`src/rtl/twi_init_sequencer_pkg.sv`:
```
// Shared types and constants for the TWI boot sequencer.
package twi_init_sequencer_pkg;

  typedef enum logic [3:0] {
    S_IDLE, S_WAIT_IDLE, S_SET_DIV, S_FETCH, S_DECODE, S_DELAY,
    S_WR_REG, S_POLL_S1, S_WR_DATA, S_POLL_S2, S_POLL_BUSY,
    S_CHECK, S_NEXT, S_DONE, S_ERROR
  } state_e;

  // ROM opcodes carried in the slave field
  localparam logic [7:0] OP_END   = 8'hFF;
  localparam logic [7:0] OP_DELAY = 8'hFE;

  // master status/control bit positions (big-endian numbering)
  localparam int B_START = 24;
  localparam int B_DACK  = 28;
  localparam int B_AACK  = 29;
  localparam int B_BUSY  = 31;

  localparam logic [0:1] CE_NONE = 2'b00;
  localparam logic [0:1] CE_CTRL = 2'b10;
  localparam logic [0:1] CE_DIV  = 2'b01;
  localparam logic [0:3] BE_CTRL = 4'b1011;
  localparam logic [0:3] BE_ALL  = 4'b1111;

  // control word: byte in [0:7], 7-bit address with R/W=0 in [16:23], start in [24]
  function automatic logic [0:31] ctrl_word(input logic [7:0] b, input logic [7:0] slave);
    return {b, 8'h00, slave[6:0], 1'b0, 1'b1, 7'b0};
  endfunction

  function automatic logic is_poll(input state_e s);
    return (s == S_WAIT_IDLE) || (s == S_POLL_S1) || (s == S_POLL_S2) || (s == S_POLL_BUSY);
  endfunction

endpackage

```
`src/rtl/twi_init_sequencer_if.sv`:
```
// Register port of the TWI master core (2-register PLB-style slave).
interface twi_init_sequencer_if;
  logic [0:31] wdata;
  logic [0:3]  be;
  logic [0:1]  wr_ce;
  logic [0:1]  rd_ce;
  logic [0:31] rdata;
  logic        wr_ack;
  logic        rd_ack;

  modport master (output wdata, be, wr_ce, rd_ce, input rdata, wr_ack, rd_ack);
  modport slave  (input wdata, be, wr_ce, rd_ce, output rdata, wr_ack, rd_ack);
endinterface

```
`src/rtl/twi_init_sequencer_timer.sv`:
```
// Loadable down-counter; shared by delay tick prescale and poll timeout.
module twi_init_sequencer_timer #(
  parameter int W = 32
)(
  input  logic         iPlbClk,
  input  logic         iPlbResetN,
  input  logic         load,
  input  logic [W-1:0] value,
  input  logic         en,
  output logic         expired
);
  logic [W-1:0] cnt_q;

  // load wins over count; count stops at zero
  always_ff @(posedge iPlbClk) begin
    if (!iPlbResetN)            cnt_q <= '0;
    else if (load)              cnt_q <= value;
    else if (en && cnt_q != '0) cnt_q <= cnt_q - 1'b1;
  end

  assign expired = (cnt_q == '0);
endmodule

```
`src/rtl/twi_init_sequencer.sv`:
```
// Boot sequencer: walks a ROM of (slave, reg, data) and issues 2-byte TWI
// writes through the master's register port, with retry/delay/timeout.
module twi_init_sequencer
  import twi_init_sequencer_pkg::*;
#(
  parameter int          ROM_AW     = 8,
  parameter logic [31:0] DIVIDER    = 32'd249,
  parameter int          MAX_RETRY  = 3,
  parameter int          DELAY_UNIT = 1000,
  parameter int          POLL_TMO   = 2**20
)(
  input  logic              iPlbClk,
  input  logic              iPlbResetN,
  input  logic              iStart,
  output logic              oBusy,
  output logic              oDone,
  output logic              oError,
  output logic [ROM_AW-1:0] oErrIndex,
  output logic [ROM_AW-1:0] oRomAddr,
  input  logic [23:0]       iRomData,
  twi_init_sequencer_if.master twi
);
  state_e            state_q, state_d;
  logic [ROM_AW-1:0] idx_q, idx_d, eidx_q, eidx_d;
  logic [7:0]        retry_q, retry_d;
  logic [23:0]       ent_q, ent_d;
  logic [15:0]       ticks_q, ticks_d;
  logic              err_q, err_d;
  logic              gap_q, gap_d;   // forces CE low for one cycle after each ack

  logic [0:31] wdata;
  logic [0:3]  be;
  logic [0:1]  wr_ce, rd_ce;
  logic        tmr_en, tmr_reload, tmr_load, tmr_exp;
  logic [31:0] tmr_val;
  logic        wr_hit, rd_hit, poll_clear;
  state_e      poll_next;

  assign wr_hit = !gap_q && twi.wr_ack;
  assign rd_hit = !gap_q && twi.rd_ack;

  // timer reloads on entering a poll/delay state and on every delay tick
  assign tmr_load = tmr_reload ||
                    ((state_d != state_q) && (is_poll(state_d) || state_d == S_DELAY));
  assign tmr_val  = (state_d == S_DELAY) ? 32'(DELAY_UNIT - 1) : 32'(POLL_TMO - 1);

  twi_init_sequencer_timer #(.W(32)) u_tmr (
    .iPlbClk(iPlbClk), .iPlbResetN(iPlbResetN), .load(tmr_load),
    .value(tmr_val), .en(tmr_en), .expired(tmr_exp)
  );

  // state and datapath registers
  always_ff @(posedge iPlbClk) begin
    if (!iPlbResetN) begin
      state_q <= S_IDLE; idx_q <= '0; eidx_q <= '0; retry_q <= '0;
      ent_q <= '0; ticks_q <= '0; err_q <= 1'b0; gap_q <= 1'b0;
    end else begin
      state_q <= state_d; idx_q <= idx_d; eidx_q <= eidx_d; retry_q <= retry_d;
      ent_q <= ent_d; ticks_q <= ticks_d; err_q <= err_d; gap_q <= gap_d;
    end
  end

  // exit condition of the current poll state
  always_comb begin
    poll_clear = 1'b0;
    poll_next  = S_CHECK;
    case (state_q)
      S_WAIT_IDLE: begin poll_clear = !twi.rdata[B_BUSY];  poll_next = S_SET_DIV;   end
      S_POLL_S1:   begin poll_clear = !twi.rdata[B_START]; poll_next = S_WR_DATA;   end
      S_POLL_S2:   begin poll_clear = !twi.rdata[B_START]; poll_next = S_POLL_BUSY; end
      default:     begin poll_clear = !twi.rdata[B_BUSY];  poll_next = S_CHECK;     end
    endcase
  end

  // next-state and bus outputs
  always_comb begin
    state_d = state_q; idx_d = idx_q; eidx_d = eidx_q; retry_d = retry_q;
    ent_d = ent_q; ticks_d = ticks_q; err_d = err_q; gap_d = 1'b0;
    wdata = '0; be = '0; wr_ce = CE_NONE; rd_ce = CE_NONE;
    tmr_en = 1'b0; tmr_reload = 1'b0;
    case (state_q)
      S_IDLE, S_DONE, S_ERROR:
        if (iStart) begin
          state_d = S_WAIT_IDLE; idx_d = '0; eidx_d = '0; retry_d = '0;
        end
      // WAIT_IDLE shares the poll timeout so a dead master cannot hang boot
      S_WAIT_IDLE, S_POLL_S1, S_POLL_S2, S_POLL_BUSY: begin
        rd_ce  = gap_q ? CE_NONE : CE_CTRL;
        be     = BE_ALL;
        tmr_en = 1'b1;
        if (rd_hit) gap_d = 1'b1;
        if (rd_hit && state_q == S_POLL_BUSY) err_d = twi.rdata[B_DACK] | twi.rdata[B_AACK];
        if (rd_hit && poll_clear) state_d = poll_next;
        else if (tmr_exp) begin state_d = S_ERROR; eidx_d = idx_q; end
      end
      S_SET_DIV, S_WR_REG, S_WR_DATA: begin
        if (state_q == S_SET_DIV) begin
          wdata = DIVIDER; be = BE_ALL;
          wr_ce = gap_q ? CE_NONE : CE_DIV;
        end else begin
          wdata = ctrl_word((state_q == S_WR_REG) ? ent_q[15:8] : ent_q[7:0], ent_q[23:16]);
          be    = BE_CTRL;
          wr_ce = gap_q ? CE_NONE : CE_CTRL;
        end
        if (wr_hit) begin
          gap_d   = 1'b1;
          state_d = (state_q == S_SET_DIV) ? S_FETCH :
                    (state_q == S_WR_REG)  ? S_POLL_S1 : S_POLL_S2;
        end
      end
      S_FETCH: state_d = S_DECODE;
      S_DECODE: begin
        ent_d = iRomData;
        if (iRomData[23:16] == OP_END) state_d = S_DONE;
        else if (iRomData[23:16] == OP_DELAY) begin
          ticks_d = iRomData[15:0];
          state_d = (iRomData[15:0] == 16'd0) ? S_NEXT : S_DELAY;
        end else state_d = S_WR_REG;
      end
      S_DELAY: begin
        tmr_en = 1'b1;
        if (tmr_exp) begin
          if (ticks_q == 16'd1) state_d = S_NEXT;
          else begin ticks_d = ticks_q - 16'd1; tmr_reload = 1'b1; end
        end
      end
      S_CHECK:
        if (!err_q) state_d = S_NEXT;
        else if (int'(retry_q) < MAX_RETRY) begin retry_d = retry_q + 8'd1; state_d = S_WR_REG; end
        else begin state_d = S_ERROR; eidx_d = idx_q; end
      S_NEXT: begin
        retry_d = '0;
        idx_d   = idx_q + 1'b1;
        state_d = (&idx_q) ? S_DONE : S_FETCH;   // wrap past last entry ends the run
      end
      default: state_d = S_IDLE;
    endcase
  end

  assign twi.wdata = wdata;
  assign twi.be    = be;
  assign twi.wr_ce = wr_ce;
  assign twi.rd_ce = rd_ce;

  assign oRomAddr  = idx_q;
  assign oErrIndex = eidx_q;
  assign oDone     = (state_q == S_DONE);
  assign oError    = (state_q == S_ERROR);
  assign oBusy     = !(state_q == S_IDLE || state_q == S_DONE || state_q == S_ERROR);
endmodule

```
`src/flat_wrapper.sv`:
```
// flat-port wrapper written by rule: the top's interface ports become plain ports
module twi_init_sequencer_flat import twi_init_sequencer_pkg::*;
#(
  parameter int          ROM_AW     = 8,
  parameter logic [31:0] DIVIDER    = 32'd249,
  parameter int          MAX_RETRY  = 3,
  parameter int          DELAY_UNIT = 1000,
  parameter int          POLL_TMO   = 2**20
)
  (iPlbClk, iPlbResetN, iStart, oBusy, oDone, oError, oErrIndex, oRomAddr, iRomData, twi_wdata, twi_be, twi_wr_ce, twi_rd_ce, twi_rdata, twi_wr_ack, twi_rd_ack);
  twi_init_sequencer_if twi_i ();
  input  logic iPlbClk;
  input  logic iPlbResetN;
  input  logic iStart;
  output logic oBusy;
  output logic oDone;
  output logic oError;
  output logic [ROM_AW-1:0] oErrIndex;
  output logic [ROM_AW-1:0] oRomAddr;
  input  logic [23:0] iRomData;
  output wire logic [$bits(twi_i.wdata)-1:0] twi_wdata;
  output wire logic [$bits(twi_i.be)-1:0] twi_be;
  output wire logic [$bits(twi_i.wr_ce)-1:0] twi_wr_ce;
  output wire logic [$bits(twi_i.rd_ce)-1:0] twi_rd_ce;
  input wire logic [$bits(twi_i.rdata)-1:0] twi_rdata;
  input wire logic [$bits(twi_i.wr_ack)-1:0] twi_wr_ack;
  input wire logic [$bits(twi_i.rd_ack)-1:0] twi_rd_ack;
  assign twi_wdata = twi_i.wdata;
  assign twi_be = twi_i.be;
  assign twi_wr_ce = twi_i.wr_ce;
  assign twi_rd_ce = twi_i.rd_ce;
  assign twi_i.rdata = twi_rdata;
  assign twi_i.wr_ack = twi_wr_ack;
  assign twi_i.rd_ack = twi_rd_ack;
  twi_init_sequencer #(.ROM_AW(ROM_AW), .DIVIDER(DIVIDER), .MAX_RETRY(MAX_RETRY), .DELAY_UNIT(DELAY_UNIT), .POLL_TMO(POLL_TMO)) u_core (.iPlbClk(iPlbClk), .iPlbResetN(iPlbResetN), .iStart(iStart), .oBusy(oBusy), .oDone(oDone), .oError(oError), .oErrIndex(oErrIndex), .oRomAddr(oRomAddr), .iRomData(iRomData), .twi(twi_i));
endmodule
```
`config.mk`:
```
export PLATFORM = sky130hd
export DESIGN_NAME = twi_init_sequencer_flat
export DESIGN_NICKNAME = d
export VERILOG_FILES = /design/src/rtl/twi_init_sequencer_pkg.sv /design/src/rtl/twi_init_sequencer_if.sv /design/src/rtl/twi_init_sequencer_timer.sv /design/src/rtl/twi_init_sequencer.sv /design/src/flat_wrapper.sv
export SDC_FILE = /design/constraint.sdc
export NUM_CORES = 1
export LEC_CHECK = 0
export CAP_MARGIN = 20
export CORE_MARGIN = 2
export CORE_UTILIZATION = 50
export CTS_BUF_LIST = sky130_fd_sc_hd__clkbuf_8 sky130_fd_sc_hd__clkbuf_16
export DETAILED_ROUTE_END_ITERATION = 16
export MAX_ROUTING_LAYER = met4
export PLACE_DENSITY_LB_ADDON = 0.15
export SETUP_SLACK_MARGIN = 0.1
export SYNTH_ARGS = -nofsm -noshare
export SYNTH_HDL_FRONTEND = slang
export SYNTH_SLANG_ARGS = --single-unit
```
`constraint.sdc`:
```
create_clock -name iPlbClk -period 4.3 [get_ports iPlbClk]
set_input_delay 0.86 -clock iPlbClk [delete_from_list [all_inputs] [get_ports iPlbClk]]
set_output_delay 0.86 -clock iPlbClk [all_outputs]
set_load 0.01 [all_outputs]
```
==> reports/results.txt <==
max_cap viols -> 0
post_cts resized -> 0
Slew HR -> 45.67%
hold slack final -> 0.4540 ns
Post-DP Area -> 6649 um2
Pwr Density -> 456.6 nW/um2
Netlist cell types -> 67
critical path class -> flip-flop to output pin
fin. max-slew vios -> 0
Placeable Area -> 11,370 um2
Reg2Reg Depth -> 12
RSZ-0062 raised after global routing -> no
CTS Root Cell -> clkbuf_16
drt total wl -> 15,100 um
Adder-Cell Fraction of Synth Area -> 1.076%
Longest Clk Path Bufs -> 2
Ant. Diodes -> 0
Slew @ Worst Pin -> 0.8138 ns
Primary FF master, synth -> dfxtp_1
initial core utilization -> 51.12%
CP Launch Type -> flip-flop
Reg area -> 2022 um2
CP Capture Point -> twi_wdata[9]
Setup crit end kind -> output pin
Mapped Cells -> 765
Warnings, synthesis -> 0
post-route minimum period -> 3.858 ns
CP max FO -> 17
Reg-to-Reg Start -> u_core.u_tmr.cnt_q[0]
EDFF count, synth -> 0
vias post-DR -> 5,749
post-synthesis register bit count -> 101
synthesized area per cell -> 7.597 um2
CTS tree -> built
FMAX -> 259.2 MHz
Layout Utilization -> 61.31%
Final HPWL DP -> 10,620 um
Starting DRT DRC Count -> 487
initial antenna violation count -> 0
Power Total -> 3.183 mW
fraction of registers with async set/reset -> 0%
Final ANT Viol Nets -> 0
Simple-Gate Fraction of Synth Area -> 30.59%
P&R area growth vs syn -> 19.94%
LEAKAGE -> 2.448 nW
largest net degree at the start of global routing -> 44
crit share post-route -> 89.71%
die area -> 12,500 um2
Rows -> 39
status -> finished, final reports clean
clk sink count -> 101
Residual DRC -> 0
TNS Setup -> 0 ns
Layout Nets -> 884
mux cell area share after synthesis -> 1.895%
Clock Latency Late Sink -> 0.36 ns
vias in the first global route -> 5,308
Worst Setup SP -> u_core.state_q[2]
hold crit path type -> flip-flop to flip-flop
largest family of logic cells by synthesized area -> simple AND/OR/NAND/NOR gates
Chip Height -> 111.8 um
I/O Buffers -> 79
GRT Util Overall -> 24.95%
# IOs -> 120
clock-pin slew on the worst setup and hold paths -> 0.07 ns
final instance area -> 6970 um2
number of post-CTS setup repair buffers -> 0
Final Wtd Congestion -> 0.9184
htree depth -> 3
Max Clock Skew -> 0.007359 ns
Synth Area in XOR/XNOR -> 3.466%
R2R Setup Slk -> 0.55 ns
DIE WIDTH -> 111.8 um
vias per cell -> 5.951
fraction of layout cells with a size suffix above 1 -> 6.561%
area of the multi-input gates -> 3461 um2
Worst Path Required -> 3.44 ns
post-synthesis compound-gate area fraction -> 21.66%
final setup vio count -> 0
gr ovfl total -> 0
Mapped Area -> 5812 um2
Fill cells -> 1,029
TritonCTS Buffers -> 9
final hold violation count -> 0
post-synthesis sequential area ratio -> 34.79%
Critical Path AT -> 3.00 ns
Reg2Reg Capture Point -> u_core.u_tmr.cnt_q[20]
first-pass GRT wire length -> 25,250 um
Avg WL per Cell -> 15.63 um
first-pass iteration count of the detailed router -> 5
VDD IR max -> 543.2 uV
Post-CTS Hold Buffers -> 0
## worst min-delay path by stage
| stage | from | to | slack (ns) | depth (start not counted) |
|---|---|---|---|---|
| 2_1_floorplan | u_core.retry_q[2] | u_core.retry_q[2] | 0.43 | 2 |
| 3_3_place_gp | u_core.ent_q[19] | u_core.ent_q[19] | 0.44 | 2 |
| 3_5_place_dp | u_core.ent_q[19] | u_core.ent_q[19] | 0.45 | 2 |
| 4_1_cts | u_core.ent_q[19] | u_core.ent_q[19] | 0.45 | 2 |
| 5_1_grt | u_core.ent_q[20] | u_core.ent_q[20] | 0.47 | 2 |
| 6_report | u_core.ent_q[19] | u_core.ent_q[19] | 0.45 | 2 |
## power by group
part	internal [mW]	switching, mW
Combinational	0.479	0.628
Clock	0.513	0.371
Sequential	1.05	0.142
## kinds of logic after synthesis
group / Yosys count
xor gates and xnor gates: 23
buffers and inverters: 78
DFF: 101
and+or+nand+nor: 348
adders and majority gates: 5
AOI/OAI and AO/OA: 198
muxes: 11
other: 1
## cell usage after synthesis, types with 3 or more instances
cell type  count  share of area, %
nand4b_1      12               1.8
o22ai_1        3              0.32
nand2b_1      17               1.8
o21a_1         3              0.39
or4_1          7              0.90
buf_2          3              0.26
nor2b_1        5              0.54
ha_1           5               1.1
a31oi_1        7              0.75
nand3b_1      11               1.4
o211ai_1       3              0.39
nand3_1       18               1.6
inv_1         10              0.65
xor2_1        10               1.5
mux2i_1       11               1.9
a22oi_1       12               1.6
o21ai_0       29               2.5
nor4_1        19               2.0
and3_1         7              0.75
a211oi_2       5               1.1
nor3b_1        4              0.52
o21bai_1       3              0.39
clkbuf_1      42               2.7
and2_1        10               1.1
nor3_1        27               2.3
nand4_1       15               1.6
buf_4         19               2.5
or3_1         15               1.6
nand2_1      100               6.5
or2_2          3              0.32
xnor2_1       13               2.0
a21oi_1       87               7.5
a211oi_1      14               1.8
dfxtp_1      101                35
a2bb2oi_1      3              0.45
nor2_1        70               4.5
a41oi_1        4              0.60
o31ai_1        3              0.39
## routing by layer
metal / global-route usage (%) / vias to the layer above / share of wire (%)
met4: 8.313 / 0 / 1.9
met5: - / - / 0
met3: 5.171 / 33 / 4.6
met2: 41.62 / 169 / 50
li1: - / 2837 / -
met1: 30.14 / 2710 / 43
## worst max-delay path, cell delays in order, from the launching register on
cell	delay, ns
dfxtp_1	0.50
nand2b_1	0.28
nor2_1	0.57
o21bai_1	0.29
nor2_1	0.31
and2_1	0.18
clkdlybuf4s50_1	0.53
## area by class of cell
cell class | count | area share, %
repair buffers | 98 | 13.57
well taps | 143 | 2.567
flip-flops and latches | 101 | 29.01
multi-input cells | 597 | 49.65
inverters | 11 | 0.5924
clock inverters | 7 | 1.382
clock buffers | 9 | 3.231
## registers in the layout, summed over array words and instances (netlist names)
| signal | cells |
|---|---|
| u_core.err_q | 1 |
| u_core.oRomAddr | 8 |
| u_core.ent_q | 23 |
| u_core.ticks_q | 16 |
| u_core.state_q | 4 |
| u_core.u_tmr.cnt_q | 32 |
| u_core.oErrIndex | 8 |
| u_core.retry_q | 8 |
| u_core.gap_q | 1 |
## cell usage in the layout (no fill, tap or decap), types with 7 or more instances in the layout
cell,count
xnor2_1,13
xor2_1,10
and2_1,10
or4_1,7
a21oi_1,87
nand2b_1,17
o21ai_0,29
nor3_1,26
buf_4,18
dfxtp_1,101
nand3b_1,11
a31oi_1,7
nor4_1,19
nand2_1,100
a22oi_1,12
a211oi_1,14
clkdlybuf4s50_1,79
nand4b_1,12
and3_1,7
conb_1,12
mux2i_1,11
or3_1,15
nand3_1,18
nand4_1,15
inv_1,10
clkbuf_16,9
nor2_1,70
## through the flow
| stage | instances | setup slack, ns |
|---|---|---|
| 6_report | 966 | 0.4423 |
| 5_1_grt | 966 | 0.1478 |
| 4_1_cts | 966 | 0.4549 |
| 3_5_place_dp | 950 | 0.3495 |
| 3_3_place_gp | 950 | 0.4195 |
| 2_1_floorplan | 776 | 0.9794 |
Note: power is estimated with default switching activity, not from simulation.
